===== config.mk =====
export PLATFORM = sky130hd
export DESIGN_NAME = addr_stream_gen_flat
export DESIGN_NICKNAME = d
export VERILOG_FILES = /design/src/rtl/addr_stream_gen_if.sv /design/src/rtl/addr_stream_gen.sv /design/src/flat_wrapper.sv
export SDC_FILE = /design/constraint.sdc
export NUM_CORES = 1
export LEC_CHECK = 0
export ABC_AREA = 1
export CORE_MARGIN = 1
export CORE_UTILIZATION = 27
export CTS_CLUSTER_DIAMETER = 40
export DETAILED_ROUTE_END_ITERATION = 12
export HOLD_SLACK_MARGIN = 0.12
export SKIP_LAST_GASP = 1
export SLEW_MARGIN = 20
export SYNTH_ARGS = -nofsm -noshare
export SYNTH_HDL_FRONTEND = slang
export SYNTH_SLANG_ARGS = --single-unit

===== constraint.sdc =====
create_clock -name clk -period 3.9 [get_ports clk]
set_input_delay 0.585 -clock clk [delete_from_list [all_inputs] [get_ports clk]]
set_output_delay 0.585 -clock clk [all_outputs]
set_load 0.01 [all_outputs]

===== src/rtl/addr_stream_gen_if.sv =====
// Valid/ready address channel between the stream generator and the cache access port.
interface addr_stream_gen_if #(
  parameter int ADDR_WIDTH = 11
);
  logic                  addr_valid;
  logic                  addr_ready;
  logic [ADDR_WIDTH-1:0] address;
  logic                  last;

  modport master (output addr_valid, address, last, input addr_ready);
  modport slave  (input addr_valid, address, last, output addr_ready);
endinterface


===== src/rtl/addr_stream_gen.sv =====
// Bounded address-stream source: sequential, strided, looping or LFSR patterns,
// NUM_ADDR addresses per run over a valid/ready channel.
module addr_stream_gen #(
  parameter int ADDR_WIDTH = 11,
  parameter int NUM_ADDR   = 10000,
  parameter int CNT_WIDTH  = 32
) (
  input  logic                  clk,
  input  logic                  rst_n,
  input  logic                  start,
  input  logic [1:0]            mode,
  input  logic [ADDR_WIDTH-1:0] base,
  input  logic [ADDR_WIDTH-1:0] stride,
  input  logic [7:0]            loop_len,
  addr_stream_gen_if.master     bus,
  output logic                  busy,
  output logic                  done,
  output logic [CNT_WIDTH-1:0]  issued_count
);
  typedef enum logic [1:0] {IDLE, RUN, DONE} state_e;

  localparam logic [CNT_WIDTH-1:0] LAST_IDX = CNT_WIDTH'(NUM_ADDR - 1);

  state_e                state_q, state_d;
  logic [1:0]            mode_q, mode_d;
  logic [ADDR_WIDTH-1:0] base_q, base_d, stride_q, stride_d;
  logic [7:0]            len_q, len_d, off_q, off_d;
  logic [ADDR_WIDTH-1:0] addr_q, addr_d, addr_nxt;
  logic [7:0]            off_inc, off_nxt;
  logic                  valid_q, valid_d, last_q, last_d;
  logic                  busy_q, busy_d, done_q, done_d;
  logic [CNT_WIDTH-1:0]  cnt_q, cnt_d;

  // Pattern step from the current address; only the captured configuration is used.
  always_comb begin
    off_inc = off_q + 8'd1;
    off_nxt = (off_inc == len_q) ? 8'd0 : off_inc;
    case (mode_q)
      2'd0:    addr_nxt = addr_q + ADDR_WIDTH'(1);
      2'd1:    addr_nxt = addr_q + stride_q;
      2'd2:    addr_nxt = base_q + ADDR_WIDTH'(off_nxt);
      default: addr_nxt = {addr_q[ADDR_WIDTH-2:0],
                           addr_q[ADDR_WIDTH-1] ^ addr_q[ADDR_WIDTH-3]};
    endcase
  end

  always_comb begin
    state_d  = state_q;
    mode_d   = mode_q;
    base_d   = base_q;
    stride_d = stride_q;
    len_d    = len_q;
    off_d    = off_q;
    addr_d   = addr_q;
    valid_d  = valid_q;
    last_d   = last_q;
    busy_d   = busy_q;
    done_d   = done_q;
    cnt_d    = cnt_q;
    if (state_q != RUN && start) begin
      state_d  = RUN;
      mode_d   = mode;
      base_d   = base;
      stride_d = stride;
      len_d    = (loop_len == 8'd0) ? 8'd1 : loop_len;
      off_d    = 8'd0;
      // An all-zero LFSR seed would lock up, so it is promoted to 1.
      addr_d   = (mode == 2'd3 && base == '0) ? ADDR_WIDTH'(1) : base;
      valid_d  = 1'b1;
      busy_d   = 1'b1;
      done_d   = 1'b0;
      cnt_d    = '0;
      last_d   = (LAST_IDX == '0);
    end else if (state_q == RUN && valid_q && bus.addr_ready) begin
      cnt_d  = cnt_q + CNT_WIDTH'(1);
      off_d  = off_nxt;
      addr_d = addr_nxt;
      if (cnt_q == LAST_IDX) begin
        state_d = DONE;
        valid_d = 1'b0;
        last_d  = 1'b0;
        busy_d  = 1'b0;
        done_d  = 1'b1;
      end else begin
        last_d = (cnt_q + CNT_WIDTH'(1) == LAST_IDX);
      end
    end
  end

  always_ff @(posedge clk or negedge rst_n) begin
    if (!rst_n) begin
      state_q  <= IDLE;
      mode_q   <= 2'd0;
      base_q   <= '0;
      stride_q <= '0;
      len_q    <= 8'd1;
      off_q    <= 8'd0;
      addr_q   <= '0;
      valid_q  <= 1'b0;
      last_q   <= 1'b0;
      busy_q   <= 1'b0;
      done_q   <= 1'b0;
      cnt_q    <= '0;
    end else begin
      state_q  <= state_d;
      mode_q   <= mode_d;
      base_q   <= base_d;
      stride_q <= stride_d;
      len_q    <= len_d;
      off_q    <= off_d;
      addr_q   <= addr_d;
      valid_q  <= valid_d;
      last_q   <= last_d;
      busy_q   <= busy_d;
      done_q   <= done_d;
      cnt_q    <= cnt_d;
    end
  end

  assign bus.addr_valid = valid_q;
  assign bus.address    = addr_q;
  assign bus.last       = last_q;
  assign busy           = busy_q;
  assign done           = done_q;
  assign issued_count   = cnt_q;
endmodule


===== src/flat_wrapper.sv =====
// flat-port wrapper written by rule: the top's interface ports become plain ports
module addr_stream_gen_flat 
#(
  parameter int ADDR_WIDTH = 11,
  parameter int NUM_ADDR   = 10000,
  parameter int CNT_WIDTH  = 32
)
  (clk, rst_n, start, mode, base, stride, loop_len, busy, done, issued_count, bus_addr_valid, bus_address, bus_last, bus_addr_ready);
  addr_stream_gen_if #(.ADDR_WIDTH(ADDR_WIDTH)) bus_i ();
  input  logic clk;
  input  logic rst_n;
  input  logic start;
  input  logic [1:0] mode;
  input  logic [ADDR_WIDTH-1:0] base;
  input  logic [ADDR_WIDTH-1:0] stride;
  input  logic [7:0] loop_len;
  output logic busy;
  output logic done;
  output logic [CNT_WIDTH-1:0] issued_count;
  output wire logic [$bits(bus_i.addr_valid)-1:0] bus_addr_valid;
  output wire logic [$bits(bus_i.address)-1:0] bus_address;
  output wire logic [$bits(bus_i.last)-1:0] bus_last;
  input wire logic [$bits(bus_i.addr_ready)-1:0] bus_addr_ready;
  assign bus_addr_valid = bus_i.addr_valid;
  assign bus_address = bus_i.address;
  assign bus_last = bus_i.last;
  assign bus_i.addr_ready = bus_addr_ready;
  addr_stream_gen #(.ADDR_WIDTH(ADDR_WIDTH), .NUM_ADDR(NUM_ADDR), .CNT_WIDTH(CNT_WIDTH)) u_core (.clk(clk), .rst_n(rst_n), .start(start), .mode(mode), .base(base), .stride(stride), .loop_len(loop_len), .bus(bus_i), .busy(busy), .done(done), .issued_count(issued_count));
endmodule

==> results by group <==
Run status
  • Outcome: finished, final reports clean

Setup path
  • Crit-path most repeated cell: nand2_1
  • Worst Setup Start Kind: register
  • CP Capture Type: register
  • Critical Path AT: 3.59 ns
  • CP max FO: 9
  • Kind of critical path: reg2reg
  • CP Buf/Inv Count: 2
  • CP top delay family: simple AND/OR/NAND/NOR gates
  • Worst-path cell chain: ha_1 > nand3_1 > nand2_1 > nand2_1 > xor2_1 > nor2_1 > nand3_4 > inv_1 > nor2_1 > ha_1 > inv_1 > fa_1 > nand3b_1 > nand3_2 > nand3b_1 > nand2_1 > nand2_1 > nand3_1 > nand2_1 > a21oi_1 > nor2_1
  • CP max stage delay: 0.47 ns
  • Required time of the critical path: 4.14 ns
  • Max stage delay cell, worst path: dfrtp_1

Yosys
  • Post-synth EDFFs: 0
  • Avg Cell Area, Syn: 7.386 um2
  • Syn_nets: 810
  • Post-synthesis simple-gate area fraction: 0.2945
  • Most common cell in the netlist: nand2_1
  • Synth Area in Compound Gates: 0.1319
  • Syn Std Cell Area: 5569 um2
  • Yosys reg bits: 86
  • Post-synth top area cell: dfrtp_1
  • Synth cell types: 45
  • Sequential area share after synthesis: 0.3867
  • Combinational family with the most area after synthesis: simple AND/OR/NAND/NOR gates
  • Top cells by instance count after synthesis: nand2_1, inv_1, dfrtp_1
  • Top cells by area, synth: dfrtp_1, nand2_1, inv_1
  • Post-synth top area share: 0.3819
  • Post-synth ARST share: 1.000
  • Post-Synth Adder-Cell Area: 0.04763
  • Yosys warnings: 0
  • Xor/xnor share of the synthesized area: 0.04696
  • Prevailing post-synth register cell: dfrtp_1
  • Cell count after synthesis: 754
  • Mux share of post-synthesis cell area: 0

Final layout
  • Layout fillers: 2125
  • Antenna Diode Count: 0
  • Area occupied by multi-input gates: 2904 um2
  • Layout cell share with drive strength beyond 1: 0.06897
  • Final core occ: 0.3456
  • Area grow syn2layout: 25.57%
  • Final instance area: 6993 um2
  • Final nets: 892
  • Register area: 2153 um2

Floorplan
  • Core area: 20230 um2
  • Initial Utilization: 0.2752
  • Full die area: 21210 um2
  • Row cnt: 52
  • I/O pin cnt: 83
  • Die extent in y: 145.6 um
  • Die width: 145.6 um

Global route
  • Largest net degree at the start of global routing: 36
  • Initial antenna violation count: 0
  • Grt ovf: 0
  • Vias in the first global route: 4949
  • First-pass GRT wire length: 25840 um
  • Global Route Usage Sum: 0.1523

Clock network
  • Post-CTS sizing: 0
  • CTS tree: done
  • CTS Buffer Depth: 2
  • Clock Tree Root: clkbuf_16
  • Max H-tree Level: 3
  • Clock sinks: 86
  • Clk_lat worst skew: 0.35 ns
  • Clock transition at path regs: 0.07 ns
  • Buffer count from post-CTS setup fixing: 0
  • CTS Buf Count: 9
  • Hold buffers post-CTS: 0

STA
  • Worst slew margin: 0.5818
  • Actual slew at the worst max-slew pin: 0.6251 ns
  • Fin worst setup slack: 0.5460 ns
  • Clock skew: 0.01069 ns
  • Slew Limit Fails: 0
  • FMAX: 298.2 MHz
  • Final setup viols: 0
  • Period utilization: 0.8600
  • RSZ-0062 raised after global routing: false
  • Setup tns final: 0 ns
  • Hold Vio Cnt, Final: 0
  • Crit path time final: 3.354 ns

Power
  • VDD IR max: 241.8 uV
  • Pwr/cell area: 609.9 nW/um2
  • Leakage Power: 3.147 nW

Drt
  • Routed length per instance: 14.08 um
  • Final ANT Viol Nets: 0
  • Final WL: 15650 um
  • Via count: 5260
  • Initial DRC count: 303
  • Vias per cell: 4.734
  • Pre-antenna DRT Iters: 5
  • # DRC: 0

Worst hold path
  • Tightest Hold Check Type: in2async

Job
  • Max-cap violations: 0

Place
  • I/O Buffers: 82
  • Post-DP HPWL: 11880 um
  • Post-place instance area: 6713 um2
  • Dpl ws: 0.5741 ns
  • GPL Wtd Cong: 0.8619
==> per-stage QoR <==
step / power [mW] / instances / hold WS, ns
3_3_place_gp: 3.422 / 1095 / 0.4759
2_1_floorplan: 2.736 / 754 / 0.2894
3_5_place_dp: 3.426 / 1095 / 0.4833
5_1_grt: 4.647 / 1111 / 0.2356
6_report: 4.265 / 1111 / 0.1919
4_1_cts: 4.299 / 1111 / 0.2125
==> worst reg2reg max path, cell delays in order, from the launching register on <==
cell and delay, ns:
dfrtp_1 0.47, ha_1 0.29, nand3_1 0.12, nand2_1 0.05
nand2_1 0.15, xor2_1 0.17, nor2_1 0.09, nand3_4 0.15
inv_1 0.10, nor2_1 0.14, ha_1 0.19, inv_1 0.05
fa_1 0.37, nand3b_1 0.20, nand3_2 0.10, nand3b_1 0.10
nand2_1 0.08, nand2_1 0.05, nand3_1 0.06, nand2_1 0.06
a21oi_1 0.17, nor2_1 0.06
==> where the power goes <==
part / internal [mW] / switching, mW / total [mW]
clock: 0.439 / 0.396 / 0.835
sequential: 1.15 / 0.252 / 1.40
combinational: 0.784 / 1.24 / 2.03
==> logic make-up (layout without fill, tap and decap cells) <==
logic type / Yosys count / after routing
AND/OR/NAND/NOR: 353 / 353
XOR/XNOR: 29 / 29
AO/OA/AOI/OAI: 131 / 131
adder cells (fa/ha/maj): 20 / 20
buffers and inverters: 135 / 222
flip-flops: 86 / 86
==> sequential cells by signal, indices dropped and copies added, names as in the netlist <==
| signal | flops |
|---|---|
| u_core.issued_count | 32 |
| u_core.base_q | 11 |
| u_core.bus.address | 11 |
| u_core.stride_q | 11 |
| u_core.len_q | 8 |
| u_core.off_q | 8 |
| u_core.mode_q | 2 |
| u_core.state_q | 2 |
| u_core.bus.last | 1 |
==> layer usage <==
metal  vias up  part of all wire  track usage
li1       2667                 -            -
met1      2446              0.49       0.2196
met2       129              0.44       0.2296
met3        18             0.048      0.02665
met4         0             0.019      0.05000
met5         -                 0            0
==> worst paths after layout <==
| path | startpoint | endpoint | slack, ns | cells past startpoint |
|---|---|---|---|---|
| worst max-delay path | u_core.off_q[0]$_DFFE_PN0P_ | u_core.bus.address[6]$_DFFE_PN0P_ | 0.55 | 21 |
| worst min-delay path | rst_n | u_core.len_q[5]$_DFFE_PN0P_ | 0.19 | 1 |
| worst min register to register | u_core.stride_q[0]$_DFFE_PN0P_ | u_core.stride_q[0]$_DFFE_PN0P_ | 0.49 | 2 |
| min in group clk | u_core.stride_q[0]$_DFFE_PN0P_ | u_core.stride_q[0]$_DFFE_PN0P_ | 0.49 | 2 |
| max in group asynchronous | rst_n | u_core.issued_count[10]$_DFFE_PN0P_ | 2.90 | 2 |
| worst max register to register | u_core.off_q[0]$_DFFE_PN0P_ | u_core.bus.address[6]$_DFFE_PN0P_ | 0.55 | 21 |
==> cell type report <==
cell class              count  share of cell area
flip-flops and latches     86              0.3079
clock buffers               9             0.03221
multi-input cells         533              0.4153
repair buffers             91              0.1267
well taps                 270             0.04831
inverters                 115             0.06173
clock inverters             7            0.007873
==> placed cells by master (no fill, tap or decap), types with 10 or more instances in the layout <==
| cell type | netlist | final |
|---|---|---|
| nand4_1 | 19 | 19 |
| nor2_1 | 61 | 61 |
| dfrtp_1 | 85 | 85 |
| buf_4 | 1 | 10 |
| nand3_1 | 44 | 44 |
| a21oi_1 | 28 | 28 |
| nor4_1 | 12 | 12 |
| clkdlybuf4s50_1 | 0 | 81 |
| o22ai_1 | 32 | 32 |
| ha_1 | 18 | 18 |
| nand2_1 | 176 | 175 |
| inv_1 | 109 | 109 |
| o21ai_0 | 52 | 52 |
| xor2_1 | 27 | 27 |
Power figures use the tool's default switching activity.
